[config.mk]
export PLATFORM = sky130hd
export DESIGN_NAME = dt_repack
export DESIGN_NICKNAME = d
export VERILOG_FILES = /design/src/rtl/dt_pkg.sv /design/src/rtl/dt_pack16.sv /design/src/rtl/dt_repack.sv
export SDC_FILE = /design/constraint.sdc
export NUM_CORES = 1
export LEC_CHECK = 0
export ABC_CLOCK_PERIOD_IN_PS = 1900
export BUFFER_PORTS_ARGS = -buffer_cell sky130_fd_sc_hd__buf_4
export CORE_ASPECT_RATIO = 0.9
export CORE_UTILIZATION = 40
export CTS_CLUSTER_SIZE = 25
export DETAILED_ROUTE_END_ITERATION = 12
export PLACE_DENSITY_LB_ADDON = 0.15
export SKIP_CTS_REPAIR_TIMING = 1
export SLEW_MARGIN = 25
export SYNTH_ARGS = -nofsm -noshare
export SYNTH_HDL_FRONTEND = slang
export SYNTH_SLANG_ARGS = --single-unit
[constraint.sdc]
create_clock -name clk -period 1.9 [get_ports clk]
set_input_delay 0 -clock clk [delete_from_list [all_inputs] [get_ports clk]]
set_output_delay 0 -clock clk [all_outputs]
set_load 0.05 [all_outputs]
[src/rtl/dt_pkg.sv]
// ============================================================================
// Module : dt_pkg
// Brief  : Shared types and sizes for the distance-map repacker.
// Rev    : 1.0  initial release
// ============================================================================
`default_nettype none

package dt_pkg;

  localparam int IMG_PIX = 16384;
  localparam int WORDS   = 1024;
  localparam int RES_AW  = 14;
  localparam int STO_AW  = 10;

  typedef enum logic [1:0] {
    ST_IDLE  = 2'd0,
    ST_RUN   = 2'd1,
    ST_FLUSH = 2'd2,
    ST_DONE  = 2'd3
  } dt_state_e;

endpackage

`default_nettype wire

[src/rtl/dt_pack16.sv]
// ============================================================================
// Module : dt_pack16
// Brief  : MSB-first 16-pixel shift packer; word_valid pulses with each word.
// Rev    : 1.0  initial release
// ============================================================================
`default_nettype none

module dt_pack16 (
  input  logic        clk,
  input  logic        reset,
  input  logic        shift_en,
  input  logic        bit_in,
  output logic        word_valid,
  output logic [15:0] word
);

  logic [14:0] shift_q, shift_d;
  logic [3:0]  cnt_q, cnt_d;
  logic [15:0] word_q, word_d;
  logic        valid_q, valid_d;

  always_comb begin
    shift_d = shift_q;
    cnt_d   = cnt_q;
    word_d  = word_q;
    valid_d = 1'b0;
    if (shift_en) begin
      shift_d = {shift_q[13:0], bit_in};
      cnt_d   = cnt_q + 4'd1;
      // Sixteenth pixel completes the word; the first pixel ends up at bit 15.
      if (cnt_q == 4'hF) begin
        word_d  = {shift_q, bit_in};
        valid_d = 1'b1;
      end
    end
  end

  always_ff @(posedge clk or posedge reset) begin
    if (reset) begin
      shift_q <= '0;
      cnt_q   <= '0;
      word_q  <= '0;
      valid_q <= 1'b0;
    end else begin
      shift_q <= shift_d;
      cnt_q   <= cnt_d;
      word_q  <= word_d;
      valid_q <= valid_d;
    end
  end

  assign word_valid = valid_q;
  assign word       = word_q;

endmodule

`default_nettype wire

[src/rtl/dt_repack.sv]
// ============================================================================
// Module : dt_repack
// Brief  : Thresholds a distance map and repacks it into 16-pixel words.
//          Optional statistics ports enabled by macro DT_REPACK_STAT_EN.
// Rev    : 1.0  initial release
// ============================================================================
`default_nettype none

module dt_repack
  import dt_pkg::*;
#(
  parameter int unsigned THRESH = 0,
  parameter int unsigned IMG_W  = 128
) (
  input  logic              clk,
  input  logic              reset,
  input  logic              start,
  output logic              res_rd,
  output logic [RES_AW-1:0] res_addr,
  input  logic [7:0]        res_di,
  output logic              sto_wr,
  output logic [STO_AW-1:0] sto_addr,
  output logic [15:0]       sto_do,
  output logic              done
`ifdef DT_REPACK_STAT_EN
  ,
  output logic [14:0]       obj_cnt,
  output logic [7:0]        max_dist
`endif
);

  localparam logic [7:0]        THR8      = 8'(THRESH);
  localparam logic [RES_AW-1:0] LAST_ADDR = RES_AW'((IMG_PIX / IMG_W) * IMG_W - 1);
  localparam logic [STO_AW-1:0] LAST_WORD = STO_AW'(WORDS - 1);

  dt_state_e         state_q, state_d;
  logic              res_rd_q, res_rd_d;
  logic [RES_AW-1:0] res_addr_q, res_addr_d;
  logic              cap_vld_q, cap_vld_d;
  logic [RES_AW-1:0] cap_addr_q, cap_addr_d;
  logic [STO_AW-1:0] sto_addr_q, sto_addr_d;
  logic              done_q, done_d;

  logic start_acc;
  logic pix_bit;
  logic word_end;

  assign start_acc = start && ((state_q == ST_IDLE) || (state_q == ST_DONE));
  assign pix_bit   = (res_di > THR8);
  assign word_end  = cap_vld_q && (cap_addr_q[3:0] == 4'hF);

  always_comb begin
    state_d    = state_q;
    res_rd_d   = res_rd_q;
    res_addr_d = res_addr_q;
    done_d     = done_q;
    // Read data returns one cycle after the request; track which pixel it is.
    cap_vld_d  = res_rd_q;
    cap_addr_d = res_addr_q;
    sto_addr_d = word_end ? cap_addr_q[RES_AW-1:4] : sto_addr_q;
    case (state_q)
      ST_IDLE, ST_DONE: begin
        if (start) begin
          state_d    = ST_RUN;
          res_rd_d   = 1'b1;
          res_addr_d = '0;
          done_d     = 1'b0;
        end
      end
      ST_RUN: begin
        if (res_addr_q == LAST_ADDR) begin
          state_d  = ST_FLUSH;
          res_rd_d = 1'b0;
        end else begin
          res_addr_d = res_addr_q + 14'd1;
        end
      end
      ST_FLUSH: begin
        if (sto_wr && (sto_addr_q == LAST_WORD)) begin
          state_d = ST_DONE;
          done_d  = 1'b1;
        end
      end
      default: state_d = ST_IDLE;
    endcase
  end

  always_ff @(posedge clk or posedge reset) begin
    if (reset) begin
      state_q    <= ST_IDLE;
      res_rd_q   <= 1'b0;
      res_addr_q <= '0;
      cap_vld_q  <= 1'b0;
      cap_addr_q <= '0;
      sto_addr_q <= '0;
      done_q     <= 1'b0;
    end else begin
      state_q    <= state_d;
      res_rd_q   <= res_rd_d;
      res_addr_q <= res_addr_d;
      cap_vld_q  <= cap_vld_d;
      cap_addr_q <= cap_addr_d;
      sto_addr_q <= sto_addr_d;
      done_q     <= done_d;
    end
  end

  dt_pack16 u_pack (
    .clk        (clk),
    .reset      (reset),
    .shift_en   (cap_vld_q),
    .bit_in     (pix_bit),
    .word_valid (sto_wr),
    .word       (sto_do)
  );

  assign res_rd   = res_rd_q;
  assign res_addr = res_addr_q;
  assign sto_addr = sto_addr_q;
  assign done     = done_q;

`ifdef DT_REPACK_STAT_EN
  logic [14:0] obj_cnt_q, obj_cnt_d;
  logic [7:0]  max_dist_q, max_dist_d;

  always_comb begin
    obj_cnt_d  = obj_cnt_q;
    max_dist_d = max_dist_q;
    if (start_acc) begin
      obj_cnt_d  = '0;
      max_dist_d = '0;
    end else if (cap_vld_q) begin
      obj_cnt_d = obj_cnt_q + {14'd0, pix_bit};
      if (res_di > max_dist_q) begin
        max_dist_d = res_di;
      end
    end
  end

  always_ff @(posedge clk or posedge reset) begin
    if (reset) begin
      obj_cnt_q  <= '0;
      max_dist_q <= '0;
    end else begin
      obj_cnt_q  <= obj_cnt_d;
      max_dist_q <= max_dist_d;
    end
  end

  assign obj_cnt  = obj_cnt_q;
  assign max_dist = max_dist_q;
`else
  // start_acc only feeds the statistics block.
  logic unused_start_acc;
  assign unused_start_acc = start_acc;
`endif

endmodule

`default_nettype wire
# --- Yosys cells after proc, flatten, opt, wreduce, memory -nomap -nowiden ---
# Cells that the tools add are included.
totals:
  register_bits: 79
  latch_bits: 0
  ram_bits: 0
  rom_bits: 0
  inputBits: 11
  output_inout_bits: 43
  elab_cells: 51
  memories: 0
classes:
  add_sub_neg: 2
  n_mul: 0
  div_mod_pow: 0
  magnitude_cmp: 1
  eq_ne: 11
  shifts: 0
  n_mux: 15
  n_bitwise: 0
  reduce_logical: 11
op_table:
  columns: ["op", "n"]
  rows:
  - ["14-bit 2-to-1 mux", 2]
  - ["14-bit one-hot mux with 2 select lines", 1]
  - ["14-bit by 1-bit adder with 14-bit output (second input constant)", 1]
  - ["14-bit equality test (second input constant)", 1]
  - ["3-bit AND reduction", 4]
  - ["10-bit equality test (second input constant)", 1]
  - ["4-bit equality test (second input constant)", 2]
  - ["8-bit by 1-bit greater-than comparator with 1-bit output (second input constant)", 1]
  - ["2-bit != test (second input constant)", 4]
  - ["1-bit 2-to-1 mux", 6]
  - ["2-bit 2-to-1 mux", 3]
  - ["2-bit one-hot mux with 3 select lines", 1]
  - ["4-bit by 1-bit adder with 4-bit output (second input constant)", 1]
  - ["2-bit equality test (second input constant)", 2]
  - ["1-bit one-hot mux with 2 select lines", 2]
  - ["2-bit nonzero test", 2]
  - ["2-bit by 1-bit equality test with 1-bit output (second input constant)", 1]
  - ["1-bit logical AND", 2]
  - ["2-bit zero test", 1]
  - ["2-bit AND reduction", 1]
  - ["2-bit OR reduction", 1]

# --- Logic depth before layout (Yosys ltp) ---
logic_depth:
  depth_word: 4
  mapped_depth: 7
  ltp_nobuf: 6

# --- Modules after synthesis ---
# Synthesis repeated with hierarchy kept, for this count alone.
hier_totals:
  cells_unflattened: 240
  area_unflattened_um2: 3300.7
modules_own_cells:
  columns: ["module", "instances", "cells_per_inst", "area_each_um2", "seq_area_each_um2"]
  rows:
  - ["dt_repack", 1, 160, 1901.8, 1076.0]
  - ["dt_pack16", 1, 80, 1398.8, 900.9]

# --- Least setup slack after synthesis ---
# Ideal clock, no wire load.
synth_timing:
  path_kind: "register to register"
  from: "register res_addr_q[0] (netlist: res_addr[0])"
  to: "register res_addr_q[2] (netlist: res_addr[2])"
  setup_time_ns: 0.124
  arrival_time_ns: 1.976
  required_ns: 1.776
  setup_slack_ns: -0.200
  path_stages_with_launch: 7
  n_path_buf: 1
  synth_period_minus_slack_ns: 2.100
  path_cell_list: "dfrtp_1 ha_1 nand4_1 nor4_1 buf_2 nor3_1 a211o_1"
synth_via:
  elab_chain_len: 3
synth_rtl:
  columns: ["item", "line_no", "rtl"]
  rows:
  - ["start, declared", "dt_repack.sv:38", "logic [RES_AW-1:0] res_addr_q, res_addr_d;"]
  - ["start signal, assigned", "dt_repack.sv:100", "res_addr_q <= res_addr_d;"]
  - ["14-bit by 1-bit adder with 14-bit output / 14-bit equality test (equally long branches)", "dt_repack.sv:75, dt_repack.sv:71", null]
  - ["14-bit 2-to-1 mux / 2-bit != test (equally long branches)", null, null]
  - ["14-bit one-hot mux with 2 select lines / 3-bit AND reduction (equally long branches)", null, null]
# Parallel ways exist; a longest one is shown, timed or not. The select of a mux whose other input is x is not followed.
# A chain may end at the register's enable or synchronous reset.

# --- Worst setup path after layout ---
layout_timing:
  from: "register res_addr_q[0] (netlist: res_addr[0])"
  to: "register res_addr_q[7] (netlist: res_addr[7])"
# Same word-level chain as after synthesis.

==> results.cfg <==
[synthesis]
muxShareOfSynthArea_pct = 9.537
ys_warn_count = 0
synth_xor_xnor_area_share_pct = 0.8043
synthTopCellsByCount = dfrtp_1, nand2_1, mux2_2, nand3_1, nand4_1
syn_avg_cell_area_sq_um = 11.75
synth_top_family_by_area = simple AND/OR/NAND/NOR gates
ys_seq_area_share_pct = 60.51
synthSimpleGateAreaFrac_pct = 16.43
yosys-top-cells-area = dfrtp_1, mux2_2, nand2_1
synth.most_common_cell = dfrtp_1
synth_ff_type = dfrtp_1
synth_compound_area_share_pct = 8.119
synth-edff-count = 0
syn-num-nets = 294
synth_cell_types = 44
yosys.area.top_type_share_pct = 60.51
ys_ff_latch = 79
syn_inst = 278
synth_largest_area_cell = dfrtp_1
synth-adder-area-share_pct = 1.915
synthArstFlopShare_pct = 100.0
syn_area_sq_um = 3267

[routing]
routedWlPerCell_um = 15.14
via_per_inst = 5.238
drtIter0Drc = 114
drtAntennaViolNets = 0
dr.pass1.iters = 4
drc = 0
vias = 2425
drt-total-wl_mm = 7.008

[clocking]
htree_levels = 3
clk_path_buf_depth = 2
cts_tree = built
clock_insertion_delay_worst_skew_ns = 0.35
clk_pin_slew_ns = 0.08
cts_buffers = 9
clkSinkCount = 79
cts_root_buf = clkbuf_8

[sta]
timing.final.crit_share_pct = 97.30
drv_slew = 0
finalCriticalPeriod_ns = 1.849
setup-violations-final = 0
slew_headroom_pct = 59.30
fin_tns_setup_ns = 0
hold_viol_final = 0
setup_slack_ns = 0.05127
tightest_slew_ns = 0.6088
fmax_ghz = 0.5409
rsz0062_at_grt = true
skew_ns = 0.01107

[power]
power_w = 0.006516
vdd_drop_max_uv = 729.4
power.density_nw_per_um2 = 1548
cellLeakagePower_nw = 1.949

[cells_and_area]
register_area_sq_um = 1984
multiInputGateArea_sq_um = 1205
final_nets = 379
fill_cells = 719
drive_gt1_share_pct = 37.60
area_growth_pct = 28.84
diodes = 0

[grt]
antenna_found_initial = 0
grt_pass1_wl_mm = 11.59
grt_remaining_overflow = 0
track_usage_pct = 17.48
grt_max_degree = 32
grt_pass1_vias = 2282

[floorplan]
die_h_um = 87.74
die-area_sq_um = 8533
ios = 54
initial_core_util_pct = 42.25
rows = 30
die_x_um = 97.26
fp.coreArea_sq_um = 7732

[placed_design]
portBuffers = 53
dp_hpwl_mm = 4.874
dp_slack_ns = 0.07644
gp_congestion = 0.8853

[critical_path]
worstSetupPathType = reg2reg
endpoint_kind = flop
crit_path_max_fanout = 11
worstPathArrival_ns = 2.11
cp.required_ns = 2.16
start_kind = flop

[hold_path]
worstHoldPathType = in2reg

[flow_run]
maxCapViolCount = 0

[run_status]
outcome = completed
## flip-flops by register name (all words and copies together) (netlist names)
signal             cells
u_pack.word           16
sto_addr              10
u_pack.shift_q        15
state_q                2
u_pack.cnt_q           4
res_addr              14
res_rd                 1
cap_vld_q              1
cap_addr_q            14
done                   1
u_pack.word_valid      1
## per-layer routing
| layer | GRT usage [%] | part of all wire (%) |
|---|---|---|
| met2 | 25.16 | 44 |
| met3 | 5.347 | 5.2 |
| met1 | 24.55 | 49 |
| met4 | 7.754 | 1.8 |
| met5 | 0 | 0 |
## critical path: stages (launching register included)
cell and delay, ns:
dfrtp_2 0.41, ha_2 0.21, nand4_1 0.17, nor4_1 0.09, buf_4 0.18, or4_1 0.43, a221oi_2 0.28
## cells in the final DEF, fill, tap and decap left out, drive strengths merged, types with 3 or more instances in the layout
master	n
buf	83
dfrtp	79
nand2	63
mux2	25
nand3	11
nand4	10
clkbuf	10
inv	6
a21oi	6
o211ai	6
o311ai	5
o21ai	5
or4	5
ha	5
nor3	4
nor4	4
nor2	4
clkinvlp	4
mux2i	3
## final cells by class
class                   instances  area share, %
flip-flops and latches         79          47.15
multi-input cells             182          28.63
repair buffers                 84          15.43
clock buffers                  10          3.270
well taps                      96          2.854
clock inverters                 5          1.962
inverters                       7         0.7134
## power breakdown
part	internal [W]	total, W	leakage (nW)	switching [W]
clock network	0.000768	0.00136	0.101	0.000589
registers	0.00208	0.00232	0.951	0.000236
logic	0.00100	0.00284	0.898	0.00184
## final timing paths
path                                endpoint  slack, ns   startpoint  cells after the start
min reg2reg                        cap_vld_q       0.44       res_rd                      0
min                                     done      0.005        start                      3
max                              res_addr[7]       0.05  res_addr[0]                      6
max reg2reg                      res_addr[7]       0.05  res_addr[0]                      6
min in group asynchronous  u_pack.shift_q[1]       0.27        reset                      3
max in group asynchronous        res_addr[6]       0.89        reset                      4
## kinds of logic (layout without fill, tap and decap cells)
family	after synthesis	in the layout
compound gates	34	34
xor+xnor	3	3
fa+ha+maj	5	5
buf+inv	17	106
flops	79	79
mux	28	28
simple gates	112	112
## stage by stage
| stage | cell area [sq um] | std cells | hold slack, ns | utilization [%] |
|---|---|---|---|---|
| floorplan | 3281 | 278 | 0.2007 | - |
| global placement | 3945 | 443 | 0.09659 | 51.02 |
| detailed placement | 3945 | 443 | 0.1043 | 51.02 |
| CTS | 4165 | 458 | -0.2845 | 53.87 |
| global route | 4209 | 463 | 0.009845 | 54.43 |
| finish | 4209 | 463 | 0.004911 | 54.43 |
(Power assumes the default switching activity.)
